[src/rtl/bcd_pkg.sv]
// Shared BCD constants, FSM state type and width helper. Pure declarations: no latency,
// no flow control. The top module honours the BCD_DIGIT_CHECK_EN macro.
package bcd_pkg;

  localparam int DIG_W = 4;
  localparam logic [DIG_W-1:0] ADJ_THR = DIG_W'(8);
  localparam logic [DIG_W-1:0] ADJ_OFF = DIG_W'(3);

  typedef enum logic [1:0] {
    IDLE = 2'd0,
    CONV = 2'd1,
    DONE = 2'd2
  } state_t;

  // Largest value an n-digit BCD number can hold (10^n - 1).
  function automatic int max_bcd(input int n);
    int r;
    r = 1;
    for (int i = 0; i < n; i++) r = r * 10;
    return r - 1;
  endfunction

endpackage

[src/rtl/bcd_dig_adj.sv]
// Reverse double-dabble digit correction: subtract 3 when the shifted digit is >= 8.
// Combinational, zero latency, no flow control.
module bcd_dig_adj
  import bcd_pkg::*;
(
  input  logic [DIG_W-1:0] dig,
  output logic [DIG_W-1:0] adj
);

  assign adj = (dig >= ADJ_THR) ? dig - ADJ_OFF : dig;

endmodule

[src/rtl/bcd_to_bin_conv.sv]
// Sequential BCD-to-binary converter (reverse double-dabble); done pulses 11 cycles after start,
// start ignored while busy/DONE. BCD_DIGIT_CHECK_EN adds invalid-digit detection on err.
module bcd_to_bin_conv
  import bcd_pkg::*;
#(
  parameter int N_DIG = 3,
  parameter int BIN_W = 10
) (
  input  logic             clk,
  input  logic             rst,
  input  logic             start,
  input  logic [3:0]       in_CEN,
  input  logic [3:0]       in_DEC,
  input  logic [3:0]       in_UND,
  output logic             busy,
  output logic             done,
  output logic [BIN_W-1:0] out_BIN,
  output logic             err
);

  localparam int BCD_W = N_DIG * DIG_W;
  localparam int CNT_W = $clog2(BIN_W);
  localparam logic [CNT_W-1:0] CNT_LAST = CNT_W'(BIN_W - 1);

  if ((64'd1 << BIN_W) <= 64'(max_bcd(N_DIG))) begin : g_bad_width
    $error("BIN_W too narrow for N_DIG digits");
  end

  state_t           state;
  logic [BCD_W-1:0] bcd_reg;
  logic [BIN_W-1:0] bin_reg;
  logic [CNT_W-1:0] cnt;
  logic [BCD_W-1:0] bcd_in;
  logic [BCD_W-1:0] bcd_shr;
  logic [BCD_W-1:0] bcd_adj;

  assign bcd_in  = BCD_W'({in_CEN, in_DEC, in_UND});
  assign bcd_shr = bcd_reg >> 1;

  for (genvar g = 0; g < N_DIG; g++) begin : g_adj
    bcd_dig_adj u_adj (
      .dig (bcd_shr[g*DIG_W +: DIG_W]),
      .adj (bcd_adj[g*DIG_W +: DIG_W])
    );
  end

`ifdef BCD_DIGIT_CHECK_EN
  logic digit_bad;
  logic err_pend;

  assign digit_bad = (in_CEN > 4'd9) || (in_DEC > 4'd9) || (in_UND > 4'd9);

  // Invalid entries skip CONV; bin_reg stays cleared so out_BIN reads 0 with err set.
  always_ff @(posedge clk or posedge rst) begin
    if (rst) begin
      state    <= IDLE;
      busy     <= 1'b0;
      done     <= 1'b0;
      out_BIN  <= '0;
      err      <= 1'b0;
      err_pend <= 1'b0;
      bcd_reg  <= '0;
      bin_reg  <= '0;
      cnt      <= '0;
    end else begin
      done <= 1'b0;
      case (state)
        IDLE: if (start) begin
          bcd_reg  <= bcd_in;
          bin_reg  <= '0;
          cnt      <= '0;
          err_pend <= digit_bad;
          busy     <= !digit_bad;
          state    <= digit_bad ? DONE : CONV;
        end
        CONV: begin
          bcd_reg <= bcd_adj;
          bin_reg <= {bcd_reg[0], bin_reg[BIN_W-1:1]};
          cnt     <= cnt + 1'b1;
          if (cnt == CNT_LAST) begin
            state <= DONE;
            busy  <= 1'b0;
          end
        end
        DONE: begin
          out_BIN <= bin_reg;
          err     <= err_pend;
          done    <= 1'b1;
          state   <= IDLE;
        end
        default: state <= IDLE;
      endcase
    end
  end
`else
  assign err = 1'b0;

  always_ff @(posedge clk or posedge rst) begin
    if (rst) begin
      state   <= IDLE;
      busy    <= 1'b0;
      done    <= 1'b0;
      out_BIN <= '0;
      bcd_reg <= '0;
      bin_reg <= '0;
      cnt     <= '0;
    end else begin
      done <= 1'b0;
      case (state)
        IDLE: if (start) begin
          bcd_reg <= bcd_in;
          bin_reg <= '0;
          cnt     <= '0;
          busy    <= 1'b1;
          state   <= CONV;
        end
        CONV: begin
          bcd_reg <= bcd_adj;
          bin_reg <= {bcd_reg[0], bin_reg[BIN_W-1:1]};
          cnt     <= cnt + 1'b1;
          if (cnt == CNT_LAST) begin
            state <= DONE;
            busy  <= 1'b0;
          end
        end
        DONE: begin
          out_BIN <= bin_reg;
          done    <= 1'b1;
          state   <= IDLE;
        end
        default: state <= IDLE;
      endcase
    end
  end
`endif

endmodule
[config.mk]
export PLATFORM = sky130hd
export DESIGN_NAME = bcd_to_bin_conv
export DESIGN_NICKNAME = d
export VERILOG_FILES = /design/src/rtl/bcd_pkg.sv /design/src/rtl/bcd_dig_adj.sv /design/src/rtl/bcd_to_bin_conv.sv
export SDC_FILE = /design/constraint.sdc
export NUM_CORES = 1
export LEC_CHECK = 0
export BUFFER_PORTS_ARGS = -buffer_cell sky130_fd_sc_hd__buf_2
export CORE_MARGIN = 3
export CORE_UTILIZATION = 35
export DETAILED_ROUTE_END_ITERATION = 6
export SLEW_MARGIN = 30
export SYNTH_ARGS = -nofsm -noshare
export SYNTH_HDL_FRONTEND = slang
export SYNTH_HIERARCHICAL = 1
export SYNTH_SLANG_ARGS = --single-unit
[constraint.sdc]
create_clock -name clk -period 1.7 [get_ports clk]
set_input_delay 0.255 -clock clk [delete_from_list [all_inputs] [get_ports clk]]
set_output_delay 0.255 -clock clk [all_outputs]
set_load 0.02 [all_outputs]
==> results.sh <==
export IMPL_status="finished, final reports clean"
export IMPL_hold_class="input port to async pin"
export IMPL_drive_gt1_share_pct=24.76
export IMPL_grt_usage_pct=11.27
export IMPL_cts_tree="done"
export IMPL_drt_iter0_markers=52
export IMPL_holdWs_ns=0.06539
export IMPL_ant_nets=0
export IMPL_r2r_cells=3
export IMPL_cap_violations=0
export IMPL_ys_ff_latch=40
export IMPL_diodes=0
export IMPL_nets=228
export IMPL_ctsResizeCount=0
export IMPL_required_ns=1.93
export IMPL_dp_slack_ns=0.2890
export IMPL_io_buffers=26
export IMPL_row_count=26
export IMPL_synth_area_leaders="dfrtp_1 (52%), mux2i_1 (5.7%), ha_1 (5.2%)"
export IMPL_ff2ff_setup_slack_ns=0.29
export IMPL_ios=28
export IMPL_yosysSeqAreaShare_pct=51.68
export IMPL_critical_path_class="register to register"
export IMPL_largest_reg_flops=12
export IMPL_yosysUniqueCellTypes=29
export IMPL_gp_congestion=0.7360
export IMPL_fin_crit_ns=1.407
export IMPL_yosys_top_cells_count="dfrtp_1 (40), nand2_1 (19), o21ai_1 (12), mux2i_1 (11)"
export IMPL_synth_most_common_cell="dfrtp_1"
export IMPL_r2r_start="state[0]"
export IMPL_startpoint_type="register"
export IMPL_async_flop_share_pct=100.0
export IMPL_start_util_pct=36.98
export IMPL_met1_usage_pct=14.10
export IMPL_grt_max_degree=41
export IMPL_die_area_sq_um=6463
export IMPL_fill_cells=513
export IMPL_grt_use_met3_pct=3.924
export IMPL_vdd_drop_max_mv=0.7339
export IMPL_power_density_nw_per_um2=1749
export IMPL_die_h_um=80.39
export IMPL_vias_per_cell=4.504
export IMPL_holdBufCountCts=0
export IMPL_coreArea_sq_um=5238
export IMPL_fmax_ghz=0.7107
export IMPL_syn_to_final_growth_pct=15.96
export IMPL_die_w_um=80.39
export IMPL_clock_skew_ns=0.004462
export IMPL_root_buffer="clkbuf_8"
export IMPL_power_leakage_uw=0.001176
export IMPL_critical_path_startpoint="state[0]"
export IMPL_synth_edf_count=0
export IMPL_cts_setup_buffers=0
export IMPL_cp_slowest_cell="nor2b_4"
export IMPL_yosys_area_top_type_share_pct=51.68
export IMPL_synth_flop_cell="dfrtp_1"
export IMPL_cts_sinks=40
export IMPL_rsz0062_at_grt="no"
export IMPL_antenna_found_initial=0
export IMPL_first_pass_iters=4
export IMPL_finalSetupTns_ns=0
export IMPL_min_period_over_period_pct=82.77
export IMPL_hold_viol=0
export IMPL_clk_latency_ns=0.29
export IMPL_grt_first_pass_wirelength_mm=5.685
export IMPL_mappedNetlistArea_sq_um=1937
export IMPL_cp_arrival_ns=1.64
export IMPL_cts_buffers=5
export IMPL_ff_latch_area_sq_um=1001
export IMPL_vias=1243
export IMPL_routedWlPerCell_um=11.93
export IMPL_clk_path_buf_depth=2
export IMPL_overflow=0
export IMPL_grt_busiest_layer="met2"
export IMPL_worstPathCellList="nor2b_4 > buf_4 > a22o_1"
export IMPL_cts_max_level=2
export IMPL_met2_usage_pct=17.80
export IMPL_synth_top_area_cell="dfrtp_1"
export IMPL_post_route_worst_setup_slack_ns=0.2930
export IMPL_maxSlewViolCount=0
export IMPL_hpwl_mm=2.228
export IMPL_rr_endpoint="bin_reg[6]"
export IMPL_grt_pass1_vias=1231
export IMPL_cp_end_kind="register"
export IMPL_crit_end="bin_reg[6]"
export IMPL_multi_input_area_sq_um=828.3
export IMPL_cpPeakStageDelay_ns=0.48
export IMPL_postSynthCellCount=170
export IMPL_clkTransAtPathRegs_ns=0.08
export IMPL_synth_warnings=6
export IMPL_worstPathMaxFanout=13
export IMPL_setup_violations=0
export IMPL_synth_avg_cell_area_sq_um=11.39
export IMPL_wirelength_mm=3.294
export IMPL_drc=0
## worst min path at each step
stage,from,end,slack (ns),depth (start not counted)
after floorplan,in_UND[0],bcd_reg[0],0.44,2
after global placement,rst,out_BIN[4],0.40,3
after detailed placement,rst,out_BIN[3],0.41,3
after CTS,rst,out_BIN[3],0.08,3
after global routing,rst,out_BIN[4],0.1,3
final,rst,out_BIN[5],0.07,3
## metal layers
metal	vias up	part of all wire (%)	wire, um
met2	21	44	1461
met3	4	3.5	115
li1	635	-	-
met4	0	0.88	29
met1	583	51	1688
met5	-	0	0
## cell usage in the layout, fill, tap and decap left out, types with 4 or more instances in the layout
master / n
o21ai_1: 12
mux2_2: 8
ha_1: 8
nor2b_1: 5
nand2b_1: 4
nand2_1: 19
o21ai_0: 6
a22o_1: 10
dfrtp_1: 40
a21oi_1: 7
conb_1: 6
buf_4: 6
clkbuf_8: 5
inv_1: 10
buf_2: 26
mux2i_1: 11
## critical path: cells and delay by family, from the launching register on
| kind | cells | cell delay [ns] |
|---|---|---|
| compound gates | 1 | 0.15 |
| buf+inv | 1 | 0.26 |
| flops | 1 | 0.46 |
| simple gates | 1 | 0.48 |
## cells by family after synthesis
family          share of synthesized area [%]
other cells                            0.1936
buf+inv                                 6.524
mux                                     11.50
flops                                   51.68
simple gates                            9.884
xor+xnor                                2.714
compound gates                          12.34
fa+ha+maj                               5.168
## cell type report
| class | instances | share of cell area [%] |
|---|---|---|
| Clock buffer | 5 | 3.064 |
| Clock inverter | 3 | 2.117 |
| Inverter | 10 | 1.671 |
| Multi-Input combinational cell | 116 | 36.88 |
| Sequential cell | 40 | 44.57 |
| Tap cell | 70 | 3.900 |
| Timing Repair Buffer | 32 | 7.799 |
## stage by stage
stage | instance area (sq um) | util (%) | power, uW | std cells
floorplan | 1956 | - | 2887 | 175
global placement | 2130 | 40.66 | 3165 | 268
detailed placement | 2130 | 40.66 | 3192 | 268
CTS | 2246 | 42.88 | 4003 | 276
global route | 2246 | 42.88 | 4284 | 276
finish | 2246 | 42.88 | 3928 | 276
## report_power, final
part           switching [uW]  internal [uW]
clock                     342            442
sequential                353           1340
combinational             735            712
Note: power is estimated with default switching activity, not from simulation.
